File: src/rtl/gcd_arbiter.sv
// -----------------------------------------------------------------------------
// gcd_arbiter
//
// Shares one external binary-GCD engine between NREQ requesters using
// round-robin arbitration. The winner's operands are latched onto eng_m/eng_n,
// the engine is started with a one-cycle pulse, and the result is returned to
// the winner together with a one-cycle one-hot ack. Operand pairs containing a
// zero bypass the engine (gcd(0,x) = x).
//
// Optional feature macro: GCD_TIMEOUT_EN
//   When defined, a watchdog counts cycles spent in WAIT. After TO_CYCLES
//   cycles without eng_done the request completes with gcd_out=0 and err=1.
//   When undefined, err is tied low and WAIT waits indefinitely.
//
// Ports:
//   clk        in   1        clock, all state on rising edge
//   rst        in   1        asynchronous active-high reset
//   req        in   NREQ     per-requester request level, held until own ack
//   m_in       in   NREQ*W   flattened operand m, requester i at [i*W +: W]
//   n_in       in   NREQ*W   flattened operand n, same packing
//   ack        out  NREQ     one-hot one-cycle pulse to the served requester
//   gcd_out    out  W        result, valid in the ack cycle, 0 otherwise
//   busy       out  1        high in every state except IDLE
//   err        out  1        high with ack on a timed-out request
//   eng_start  out  1        one-cycle engine start pulse
//   eng_m      out  W        latched operand m for the engine
//   eng_n      out  W        latched operand n for the engine
//   eng_done   in   1        engine result valid (sampled only in WAIT)
//   eng_gcd    in   W        engine result
// -----------------------------------------------------------------------------
module gcd_arbiter #(
    parameter int NREQ      = 4,
    parameter int W         = 16,
    parameter int TO_CYCLES = 64
) (
    input  logic              clk,
    input  logic              rst,
    input  logic [NREQ-1:0]   req,
    input  logic [NREQ*W-1:0] m_in,
    input  logic [NREQ*W-1:0] n_in,
    output logic [NREQ-1:0]   ack,
    output logic [W-1:0]      gcd_out,
    output logic              busy,
    output logic              err,
    output logic              eng_start,
    output logic [W-1:0]      eng_m,
    output logic [W-1:0]      eng_n,
    input  logic              eng_done,
    input  logic [W-1:0]      eng_gcd
);

    localparam int IW = (NREQ > 1) ? $clog2(NREQ) : 1;

    localparam logic [1:0] S_IDLE = 2'd0;
    localparam logic [1:0] S_LOAD = 2'd1;
    localparam logic [1:0] S_WAIT = 2'd2;
    localparam logic [1:0] S_RESP = 2'd3;

    // Elaboration-time parameter sanity check.
    if ((NREQ < 2) || (NREQ > 8) || (TO_CYCLES < 1)) begin : g_param_check
        $error("gcd_arbiter: NREQ must be 2..8 and TO_CYCLES >= 1");
    end

    logic [1:0]      state_q,     state_d;
    logic [IW-1:0]   ptr_q,       ptr_d;
    logic [IW-1:0]   win_q,       win_d;
    logic [W-1:0]    eng_m_q,     eng_m_d;
    logic [W-1:0]    eng_n_q,     eng_n_d;
    logic [NREQ-1:0] ack_q,       ack_d;
    logic [W-1:0]    gcd_q,       gcd_d;
    logic            busy_q,      busy_d;
    logic            eng_start_q, eng_start_d;
    logic            err_d;

    logic            grant_found_s;
    logic [IW-1:0]   grant_idx_s;
    logic [W-1:0]    grant_m_s;
    logic [W-1:0]    grant_n_s;

`ifdef GCD_TIMEOUT_EN
    localparam int TW = $clog2(TO_CYCLES + 1);
    logic [TW-1:0]   timer_q, timer_d;
    logic            err_q;
`endif

    // Round-robin search: first set req bit starting at ptr_q, wrapping at NREQ.
    always_comb begin
        int idx_v;
        idx_v         = 0;
        grant_found_s = 1'b0;
        grant_idx_s   = ptr_q;
        for (int k = 0; k < NREQ; k++) begin
            idx_v = int'(ptr_q) + k;
            idx_v = (idx_v >= NREQ) ? (idx_v - NREQ) : idx_v;
            if (!grant_found_s && req[IW'(idx_v)]) begin
                grant_found_s = 1'b1;
                grant_idx_s   = IW'(idx_v);
            end else begin
                grant_found_s = grant_found_s;
            end
        end
    end

    assign grant_m_s = m_in[grant_idx_s*W +: W];
    assign grant_n_s = n_in[grant_idx_s*W +: W];

    // FSM next-state and next-output logic; outputs are registered from the
    // next state so each output is high for exactly the cycle of its state.
    always_comb begin
        state_d     = state_q;
        ptr_d       = ptr_q;
        win_d       = win_q;
        eng_m_d     = eng_m_q;
        eng_n_d     = eng_n_q;
        eng_start_d = 1'b0;
        gcd_d       = '0;
        err_d       = 1'b0;
`ifdef GCD_TIMEOUT_EN
        timer_d     = timer_q;
`endif
        case (state_q)
            S_IDLE: begin
                if (grant_found_s) begin
                    win_d       = grant_idx_s;
                    eng_m_d     = grant_m_s;
                    eng_n_d     = grant_n_s;
                    state_d     = S_LOAD;
                    // The start pulse coincides with LOAD, so decide it from
                    // the operands being latched now.
                    eng_start_d = (grant_m_s != '0) && (grant_n_s != '0);
                end else begin
                    state_d = S_IDLE;
                end
            end
            S_LOAD: begin
                if ((eng_m_q == '0) || (eng_n_q == '0)) begin
                    // gcd(0,x) = x and gcd(0,0) = 0, both equal to the OR.
                    gcd_d   = eng_m_q | eng_n_q;
                    state_d = S_RESP;
                end else begin
                    state_d = S_WAIT;
`ifdef GCD_TIMEOUT_EN
                    timer_d = '0;
`endif
                end
            end
            S_WAIT: begin
                if (eng_done) begin
                    gcd_d   = eng_gcd;
                    state_d = S_RESP;
                end else begin
`ifdef GCD_TIMEOUT_EN
                    if (timer_q == TW'(TO_CYCLES - 1)) begin
                        err_d   = 1'b1;
                        state_d = S_RESP;
                    end else begin
                        timer_d = timer_q + TW'(1);
                    end
`else
                    state_d = S_WAIT;
`endif
                end
            end
            S_RESP: begin
                ptr_d   = (win_q == IW'(NREQ - 1)) ? '0 : (win_q + IW'(1));
                state_d = S_IDLE;
            end
            default: begin
                state_d = S_IDLE;
            end
        endcase

        ack_d  = (state_d == S_RESP) ? ({{(NREQ-1){1'b0}}, 1'b1} << win_d) : '0;
        busy_d = (state_d != S_IDLE);
    end

    // State and registered outputs.
    always_ff @(posedge clk or posedge rst) begin
        if (rst) begin
            state_q     <= S_IDLE;
            ptr_q       <= '0;
            win_q       <= '0;
            eng_m_q     <= '0;
            eng_n_q     <= '0;
            ack_q       <= '0;
            gcd_q       <= '0;
            busy_q      <= 1'b0;
            eng_start_q <= 1'b0;
        end else begin
            state_q     <= state_d;
            ptr_q       <= ptr_d;
            win_q       <= win_d;
            eng_m_q     <= eng_m_d;
            eng_n_q     <= eng_n_d;
            ack_q       <= ack_d;
            gcd_q       <= gcd_d;
            busy_q      <= busy_d;
            eng_start_q <= eng_start_d;
        end
    end

`ifdef GCD_TIMEOUT_EN
    // Watchdog timer and error flag.
    always_ff @(posedge clk or posedge rst) begin
        if (rst) begin
            timer_q <= '0;
            err_q   <= 1'b0;
        end else begin
            timer_q <= timer_d;
            err_q   <= err_d;
        end
    end

    assign err = err_q;
`else
    assign err = 1'b0;
`endif

    assign ack       = ack_q;
    assign gcd_out   = gcd_q;
    assign busy      = busy_q;
    assign eng_start = eng_start_q;
    assign eng_m     = eng_m_q;
    assign eng_n     = eng_n_q;

endmodule

File: config.mk
export PLATFORM = sky130hd
export DESIGN_NAME = gcd_arbiter
export DESIGN_NICKNAME = d
export VERILOG_FILES = /design/src/rtl/gcd_arbiter.sv
export SDC_FILE = /design/constraint.sdc
export NUM_CORES = 1
export LEC_CHECK = 0
export BUFFER_PORTS_ARGS = -buffer_cell sky130_fd_sc_hd__buf_2
export CAP_MARGIN = 15
export CORE_ASPECT_RATIO = 0.7
export CORE_MARGIN = 2
export CORE_UTILIZATION = 47
export DETAILED_ROUTE_END_ITERATION = 8
export GPL_ROUTABILITY_DRIVEN = 0
export GPL_TIMING_DRIVEN = 0
export PLACE_DENSITY = 0.9
export SYNTH_ARGS = -nofsm -noshare
export SYNTH_HDL_FRONTEND = slang
export SYNTH_SLANG_ARGS = --single-unit
File: constraint.sdc
create_clock -name clk -period 6.1 [get_ports clk]
set_input_delay 1.22 -clock clk [delete_from_list [all_inputs] [get_ports clk]]
set_output_delay 1.22 -clock clk [all_outputs]
set_load 0.02 [all_outputs]
**After elaboration in Yosys (flattened, before gate mapping)**

Index checks and enable logic that the tools add are counted.

- Output and inout port bits: 55
- Register bits after elaboration: 60
- Logic and storage cells: 86

- Bitwise logic cells: 1
- Muxes and demuxes: 37
- Shifts and indexed selects: 3
- $add $sub $neg: 8
- Eq/ne operators: 5
- Reductions and logical operators: 15
- Order comparisons: 8

Operator list:

| operator | count |
|---|---|
| variable part select 64 x 7 -> 16 bit | 2 |
| zero test 16 bit | 2 |
| 2-to-1 mux 16 bit | 2 |
| case mux 16 bit (2 select lines) | 1 |
| nonzero test 16 bit | 2 |
| 2-to-1 mux 2 bit | 11 |
| 2-to-1 mux 1 bit | 17 |
| < comparator 2 x 4 -> 1 bit, second input constant | 4 |
| OR 16 bit | 1 |
| greater-or-equal comparator 3 bit, second input constant | 3 |
| binary-select mux 1 bit (select 2 bit) | 4 |
| equality test 2 bit, second input constant | 4 |
| case mux 2 bit (4 select lines) | 1 |
| subtractor 2 x 1 -> 2 bit, second input constant | 4 |
| adder 2 x 2 -> 3 bit, second input constant | 2 |
| logical AND 1 bit | 4 |
| 2-to-1 mux 4 bit | 1 |
| << shifter 1 x 2 -> 4 bit, first input constant | 1 |
| adder 2 x 1 -> 3 bit, second input constant | 1 |
| greater-or-equal comparator 2 x 3 -> 1 bit, second input constant | 1 |
| zero test 1 bit | 3 |
| adder 2 x 1 -> 2 bit, second input constant | 1 |
| equality test 2 x 1 -> 1 bit, second input constant | 1 |
| zero test 2 bit | 1 |
| 3 further kinds | 3 |

**Logic depth before layout (Yosys ltp)**

Gate-level depths: netlist of run 1.

- Depth after elaboration: 20
- Mapped depth: 8
- Depth with buffers taken out: 8

**Least setup slack after synthesis of run 1**

No wires, ideal clock.

- Path type: input port to flip-flop
- From: input port req[0]
- To: register eng_start_q (netlist: eng_start)
- Slack: 2945 ps
- Stages on the path: 8
- Arrival time: 3035 ps
- Cells stage by stage: nor2b_2 -> a21oi_2 -> o221ai_2 -> buf_6 -> mux4_2 -> nor4_1 -> nand4_1 -> and3b_1

- Longest elaborated chain between the ends: 18
- Elaborated cells between the ends (all ways): 33

RTL lines:

| element | RTL line | RTL |
|---|---|---|
| from (decl) | 38 | `input logic [NREQ-1:0] req,` |
| binary-select mux 1 bit (select 2 bit) | 95 | `if (!grant_found_s && req[IW'(idx_v)]) begin` |
| 2-to-1 mux 1 bit (implied by the code) (2 in a row) | 95 |  |
| 2-to-1 mux 1 bit | 95 |  |
| zero test 1 bit | 95 |  |
| logical AND 1 bit | 95 |  |
| 2-to-1 mux 1 bit | 95 |  |
| zero test 1 bit | 95 |  |
| logical AND 1 bit | 95 |  |
| [2 not listed] | n/a |  |
| logical AND 1 bit | 95 |  |
| 2-to-1 mux 2 bit | 95 |  |
| variable part select 64 x 7 -> 16 bit (on tied branches) | 104, 105 |  |
| nonzero test 16 bit | 130 | `eng_start_d = (grant_m_s != '0) && (grant_n_s != '0);` |
| logical AND 1 bit | 130 |  |
| 2-to-1 mux 1 bit (*) | 123 | `if (grant_found_s) begin` |
| 2-to-1 mux 1 bit (*) | 121 | `case (state_q)` |
| net eng_start_d | 72 | `logic eng_start_q, eng_start_d;` |
| to (signal assigned) | 198 | `eng_start_q <= eng_start_d;` |
| to (decl) | 72 |  |

Mark *: on every way through the listed nets, which the timed path passes. The rest lies on a longest branch. The select of a mux whose other input is x is not followed.
A chain may end at the register's enable or synchronous reset.

**Worst setup path in the final report of run 1**

Ends and elaborated chain as after synthesis.

==> run metrics, run 1 <==
outcome completed; Slew Limit Fails 0; Hold Crit Class reg -> reg; nets 627; die height 75.4 um; post-detail-place hpwl 9520 um; CP max-delay cell mux4_2; area delta synth->final 39.2%; Worst-path clk slew 70 ps; period utilisation layout 56.3%; Skew-Pair Late Insertion Delay 330 ps; Die X 106 um; Critical Path RT 6320 ps; sequence of cells on the critical path buf_2 > nor2b_2 > a21oi_2 > o221ai_2 > buf_6 > mux4_2 > nor4_1 > nand4_1 > and3b_1; max incr delay on CP 570 ps; CTS root buf clkbuf_8; post-route ant nets 0; non-filler instance count after layout 569; Starting DRT DRC Count 191; Mapped Cells 254; CP Max Fanout 10; TritonCTS clock tree done; GRT overflow 0; initial core utilization 49.5%; Power Density 483 mW/mm2; area leader, netlist dfrtp_1; cts bufs inserted 9; number of cells on the critical path 9; dpl ws 2330 ps; Core Footprint 0.00691 mm2; Power Total 2.30 mW; die area 0.00800 mm2; crit path kind in -> reg; final worst path period need 3440 ps; H-tree depth 3; post-synthesis sequential area ratio 43.8%; LEAKAGE 2.31 nW; Distinct cells, synth 34; Post-synth EDFFs 0; FMAX 291 MHz; mapped cell area 0.00342 mm2; Synth Warn # 0; vias in the first global route 3164; via count 3205; Clock Sinks 60; DRC viols 0; Final TNS setup 0 ps; hold path depth 1; FP Rows 25; final setup vio count 0; CP delay by family, top simple AND/OR/NAND/NOR gates; Worst R2R Path Depth 8; final hold violation count 0; share of Yosys cell area claimed by the top area cell type 43.8%; Resized cells post-CTS 0; largest net degree at the start of global routing 40; Critical Path Start Type primary input; slew margin rel. 29.6%; ant diodes 0; Clock Path Buffers 2; max capacitance violation total 0; syn_area_per_cell 13.5 um2; cts hold-fix bufs 0; final worst slack 2660 ps; DP Cell Count 553; final WL 11500 um; actual slew at the worst max-slew pin 1040 ps; Via density 5.63; average wire per standard cell 20.2 um; most frequent cell after synthesis dfrtp_1; Post-CTS Setup Bufs 0; leading cell types by count after synthesis 60 x dfrtp_1, 33 x mux2_2, 29 x mux4_2, 18 x a21oi_1, 18 x nor2b_1; I/O pin cnt 206; Critical Path AT 3650 ps; Worst setup EP type flop; layout cell share with drive strength beyond 1 62.5%; VDD IR-drop max 0.000325 V; Buf+Inv Stages, Crit Path 2; top post-synthesis cells by area dfrtp_1 44%, mux4_2 19%, mux2_2 11%; Post-synth top flop dfrtp_1; initial antenna violation count 0; global-route wire length before repair 16800 um; Post-synth ARST share 100%; Pre-Repair DR Iteration Count 4; All-Layer GR Usage 28.7%; Layout Skew 6.93 ps; Mapped Nets 411; Yosys reg bits 60; unrepaired setup endpoints after global routing false; PortBufs 204
registers in the layout, indices dropped and copies added, names as in the netlist:
signal	flops
eng_m	16
eng_n	16
gcd_out	16
ack	4
ptr_q	2
state_q	2
win_q	2
busy	1
eng_start	1
stage by stage:
| stage | utilization, % | area, um2 | hold slack [ps] |
|---|---|---|---|
| finish | 69.0 | 4770 | 576 |
| floorplan | - | 3420 | 518 |
| global placement | 66.0 | 4560 | 546 |
| detailed placement | 66.3 | 4580 | 550 |
| global route | 69.0 | 4770 | 593 |
| CTS | 69.0 | 4770 | 571 |
logic make-up after synthesis:
group / after synthesis / share of synthesized area (%)
AOI/OAI and AO/OA: 45 / 8.99
adders and majority gates: 6 / 2.19
buffers and inverters: 20 / 2.96
DFF: 60 / 43.8
muxes: 65 / 32.2
other: 1 / 0.110
and+or+nand+nor: 57 / 9.68
cells in the final DEF, fill, tap and decap left out, types with 2 or more instances in the layout:
| master | synthesis | routed |
|---|---|---|
| buf_2 | 3 | 207 |
| dfrtp_1 | 60 | 60 |
| mux2_2 | 33 | 33 |
| mux4_2 | 29 | 29 |
| nor2b_1 | 18 | 18 |
| a21oi_1 | 18 | 18 |
| nor4_1 | 16 | 16 |
| o21a_1 | 16 | 16 |
| clkbuf_1 | 7 | 9 |
| clkbuf_8 | 0 | 9 |
| nor2_1 | 7 | 7 |
| ha_1 | 6 | 6 |
| inv_1 | 6 | 5 |
| nand4_1 | 4 | 4 |
| nand2_1 | 3 | 3 |
| mux4_1 | 3 | 3 |
| clkinv_2 | 0 | 3 |
| a21oi_2 | 2 | 2 |
| nor3_1 | 2 | 2 |
| buf_6 | 2 | 2 |
| buf_4 | 2 | 2 |
| o21ai_0 | 2 | 2 |
| nand3_1 | 2 | 2 |
cell type report:
| class | instances | area, um2 |
|---|---|---|
| plain buffers | 14 | 78.8 |
| fillers | 552 | 2150 |
| inverters | 6 | 22.5 |
| repair buffers | 205 | 1040 |
| well taps | 94 | 118 |
| clock buffers | 11 | 131 |
| multi-input cells | 174 | 1820 |
| clock inverters | 5 | 52.6 |
| flip-flops and latches | 60 | 1500 |
final timing paths:
kind | from | to | slack [ps]
worst max-delay path | req[0] | eng_start | 2660
worst min-delay path | eng_m[10] | eng_m[10] | 580
worst max register to register | ptr_q[1] | eng_start | 3340
worst min register to register | eng_m[10] | eng_m[10] | 580
max in group asynchronous | rst | eng_m[0] | 4660
min in group asynchronous | rst | eng_m[8] | 890
report_power, final:
part           internal (mW)  switching [mW]
combinational          0.564           0.653
sequential             0.561           0.189
clock                  0.187           0.151
total                   1.31           0.993
metal layers:
| metal | wire length [um] | track usage, % | part of all wire (%) |
|---|---|---|---|
| met4 | 252 | 11.1 | 2.2 |
| met1 | 4830 | 38.7 | 42 |
| met3 | 950 | 6.42 | 8.3 |
| met2 | 5470 | 46.7 | 48 |
| met5 | 0 | 0 | 0 |
Power figures use the tool's default switching activity.
==> run 2, diff against run 1 <==
--- a/config.mk
+++ b/config.mk
@@ -9,11 +9,11 @@
 export CAP_MARGIN = 15
 export CORE_ASPECT_RATIO = 0.7
 export CORE_MARGIN = 2
-export CORE_UTILIZATION = 47
+export CORE_UTILIZATION = 40
 export DETAILED_ROUTE_END_ITERATION = 8
 export GPL_ROUTABILITY_DRIVEN = 0
 export GPL_TIMING_DRIVEN = 0
-export PLACE_DENSITY = 0.9
+export PLACE_DENSITY = 0.82
 export SYNTH_ARGS = -nofsm -noshare
 export SYNTH_HDL_FRONTEND = slang
 export SYNTH_SLANG_ARGS = --single-unit
==> constraint.sdc (replaced) <==
create_clock -name clk -period 2.89 [get_ports clk]
set_input_delay 0.578 -clock clk [delete_from_list [all_inputs] [get_ports clk]]
set_output_delay 0.578 -clock clk [all_outputs]
set_load 0.02 [all_outputs]
==> run metrics, run 2 (synthesis results as in run 1) <==
initial antenna violation count 0; max capacitance violation total 0; Resized cells post-CTS 0; vias in the first global route 3239; via count 3172; ant diodes 0; Worst setup EP type flop; cts bufs inserted 9; post-detail-place hpwl 9540 um; Critical Path RT 3100 ps; Power Density 1050 mW/mm2; Starting DRT DRC Count 151; CP Max Fanout 10; commonest non-fill, non-tap cell in the layout buf_2; nets 627; final worst path period need 2780 ps; Final TNS setup 0 ps; crit path kind in -> reg; Core Footprint 0.00837 mm2; TritonCTS clock tree done; GRT overflow 0; CP max-delay cell a2111o_1; Worst R2R Path Depth 8; largest net degree at the start of global routing 39; R2R setup slack 180 ps; Slew Limit Fails 0; outcome completed; Skew-Pair Late Insertion Delay 320 ps; max incr delay on CP 440 ps; average wire per standard cell 19.7 um; PortBufs 204; most used cell, CP buf_2; Clock Sinks 60; slew margin rel. 28.4%; DRC viols 0; layout cell share with drive strength beyond 1 62.9%; actual slew at the worst max-slew pin 1060 ps; reg2reg end eng_start; period utilisation layout 96.3%; FMAX 359 MHz; cts hold-fix bufs 0; global-route wire length before repair 16900 um; sequence of cells on the critical path buf_2 > nor2b_2 > a2111o_1 > nand2_1 > buf_2 > mux4_2 > nor4_1 > nand4_1 > and3b_1; area delta synth->final 42.7%; Die X 115 um; most frequent cells in the layout 207 x buf_2, 60 x dfrtp_1, 33 x mux2_2; Layout Skew 5.14 ps; Pre-Repair DR Iteration Count 4; CTS root buf clkbuf_16; VDD IR-drop max 0.000382 V; initial core utilization 40.9%; I/O pin cnt 206; Critical Path Start Type primary input; Clock Path Buffers 2; Worst-path clk slew 50 ps; final WL 11400 um; CP delay by family, top simple AND/OR/NAND/NOR gates; Post-CTS Setup Bufs 0; R2R Path Start ptr_q[0]; Via density 5.47; FP Rows 28; LEAKAGE 2.35 nW; final setup vio count 0; unrepaired setup endpoints after global routing false; Critical Path AT 2990 ps; final hold violation count 0; H-tree depth 3; die height 81.4 um; Buf+Inv Stages, Crit Path 2; Placed Area 0.00460 mm2; Hold Crit Class in -> async; die area 0.00933 mm2; Final Cell Area 0.00489 mm2; All-Layer GR Usage 24.7%; post-route ant nets 0
==> run 2: cell count changes in the layout (fill, tap and decap cells not counted), sizes merged <==
cell	previous run	this run
clkinvlp	1	4
bufinv	1	0
clkbuf	18	17
clkinv	3	2
==> run 2: cell type report <==
| class | instances | area, um2 |
|---|---|---|
| multi-input cells | 174 | 1830 |
| clock buffers | 10 | 239 |
| clock inverters | 6 | 40.0 |
| inverters | 6 | 22.5 |
| fillers | 710 | 3490 |
| well taps | 105 | 131 |
| repair buffers | 205 | 1040 |
| plain buffers | 14 | 78.8 |
| flip-flops and latches | 60 | 1500 |
==> run 2: per-layer routing <==
layer	share of wire, %	global-route usage, %	routed length [um]	up-vias
met4	2.6	11.0	294	0
met5	0	0	0	-
met2	46	37.0	5250	187
met3	9.6	6.57	1100	26
met1	42	34.2	4800	1537
li1	-	-	-	1422
==> run 2: worst max path at each step <==
stage               startpoint   endpoint  slack (ps)  cells past startpoint
floorplan               req[0]  eng_start         380                      8
global placement        req[3]  eng_start        -260                      9
detailed placement      req[0]  eng_start        -330                      9
CTS                     req[0]  eng_start           5                      9
global route            req[0]  eng_start          10                      9
finish                  req[0]  eng_start         110                      9
==> run 2: worst register-to-register path, cell delays in order (launching register included) <==
cell	delay (ps)
dfrtp_1	450
nor2b_1	80
a2111o_1	410
nand2_1	200
buf_2	350
mux4_2	390
nor4_1	330
nand4_1	170
and3b_1	210
==> run 2: power breakdown <==
part	internal, mW	switching, mW
Combinational	1.19	1.38
Clock	0.599	0.367
Sequential	1.19	0.396
==> run 2: per-stage QoR <==
stage               instances  power (mW)  utilization, %  setup WS [ps]  hold slack, ps
detailed placement        564        4.14            54.9           -327             555
global route              580        5.41            58.4           11.7             327
global placement          563        4.05            54.7           -255             546
finish                    580        5.12            58.4            106             282
floorplan                 254        3.22               -            377             518
CTS                       580        5.13            58.2           5.10             290
==> run 3, diff against run 2 <==
--- a/config.mk
+++ b/config.mk
@@ -13,7 +13,9 @@
 export DETAILED_ROUTE_END_ITERATION = 8
 export GPL_ROUTABILITY_DRIVEN = 0
 export GPL_TIMING_DRIVEN = 0
+export HOLD_SLACK_MARGIN = 0.03
 export PLACE_DENSITY = 0.82
+export RECOVER_POWER = 100
 export SYNTH_ARGS = -nofsm -noshare
 export SYNTH_HDL_FRONTEND = slang
 export SYNTH_SLANG_ARGS = --single-unit
==> run metrics, run 3 (synthesis results as in run 1) <==
outcome completed; Hold Crit Class in -> async; nets 627; largest net degree at the start of global routing 39; area delta synth->final 40.3%; Slew Limit Fails 0; met2 Usage GRT 37.0%; Power Density 1050 mW/mm2; PortBufs 204; actual slew at the worst max-slew pin 1040 ps; VDD IR-drop max 0.000375 V; final worst path period need 2790 ps; via count 3150; CP Max Fanout 10; DRC viols 0; average wire per standard cell 19.8 um; final WL 11500 um; Starting DRT DRC Count 160; H-tree depth 3; Critical Path RT 3100 ps; Post-CTS Setup Bufs 0; Pre-Repair DR Iteration Count 4; Core Footprint 0.00837 mm2; crit path kind in -> reg; FP Rows 28; I/O pin cnt 206; met1 Track Usage GR 34.2%; period utilisation layout 96.5%; most frequent cells in the layout 153 x buf_2, 61 x clkbuf_1, 60 x dfrtp_1; ant diodes 0; die area 0.00933 mm2; Skew-Pair Late Insertion Delay 320 ps; unrepaired setup endpoints after global routing false; Clock Sinks 60; All-Layer GR Usage 24.7%; slew margin rel. 29.9%; commonest non-fill, non-tap cell in the layout buf_2; Worst setup EP type flop; Worst-path clk slew 50 ps; FMAX 358 MHz; CTS root buf clkbuf_16; initial antenna violation count 0; Layout Skew 4.50 ps; vias in the first global route 3239; Via density 5.43; TritonCTS clock tree done; max capacitance violation total 0; Clock Path Buffers 2; cts bufs inserted 9; GRT overflow 0; GRT Max-Usage Layer met2; post-route ant nets 0; layout cell share with drive strength beyond 1 51.2%; Critical Path AT 3000 ps; final setup vio count 0; Die X 115 um; Power Total 5.04 mW; met3 Usage GRT 6.57%; LEAKAGE 2.16 nW; initial core utilization 40.9%; die height 81.4 um; post-detail-place hpwl 9540 um; global-route wire length before repair 16900 um; final core occ 57.4%; final hold violation count 0; Critical Path Start Type primary input
-- run 3: changes by cell type in the layout (fill, tap and decap cells not counted) --
cell and delta:
mux2_2 -1, a21boi_1 -1, clkbuf_1 +54, inv_1 +1, a21boi_0 +1, buf_12 -1, buf_2 -54, mux2_1 +1
inv_2 -1, clkbuf_2 +1
-- run 3: final timing paths --
path / from / endpoint / slack [ps] / cells past startpoint
setup / recovery: req[0] / eng_start / 100 / 9
hold / removal: rst / gcd_out[3] / 420 / 2
setup reg to reg: ptr_q[0] / eng_start / 180 / 8
hold reg to reg: eng_m[3] / eng_m[3] / 570 / 1
max in group asynchronous: rst / eng_m[15] / 1090 / 3
min in group clk: eng_gcd[10] / gcd_out[10] / 520 / 3
-- run 3: area by class of cell --
type                    instances  area [um2]
clock buffers                  10         239
flip-flops and latches         60        1500
well taps                     105         131
inverters                       6        22.5
multi-input cells             174        1830
fillers                       733        3570
plain buffers                  14        78.8
clock inverters                 6        40.0
repair buffers                205         958
-- run 3: metal layers --
metal / vias up / part of all wire [%]
li1: 1423 / -
met1: 1525 / 42
met2: 180 / 46
met3: 22 / 10
met4: 0 / 2.2
met5: - / 0
-- run 3: metrics by stage --
step | setup WS (ps) | instances | cell area (um2) | TNS [ps] | hold slack [ps]
floorplan | 377 | 254 | 3420 | 0 | 518
global route | 11.7 | 580 | 4800 | 0 | 508
global placement | -255 | 563 | 4580 | -255 | 546
CTS | 5.10 | 580 | 4880 | 0 | 290
detailed placement | -327 | 564 | 4600 | -327 | 555
finish | 99.7 | 580 | 4800 | 0 | 417
-- run 3: critical path, cell delays in order --
cell,delay (ps)
buf_2,140
nor2b_2,190
a2111o_1,440
nand2_1,210
buf_2,350
mux4_2,390
nor4_1,330
nand4_1,160
and3b_1,210
-- run 3: power breakdown --
group / total, mW / switching [mW] / internal, mW / leakage, nW
clock: 0.965 / 0.367 / 0.599 / 0.127
combinational: 2.49 / 1.38 / 1.11 / 1.29
sequential: 1.59 / 0.404 / 1.19 / 0.746
total: 5.04 / 2.15 / 2.89 / 2.16
-- run 3: timing repair --
item,in CTS,in global routing
setup endpoints to repair,0,1
gates resized for setup,0,1
hold buffers,0,0
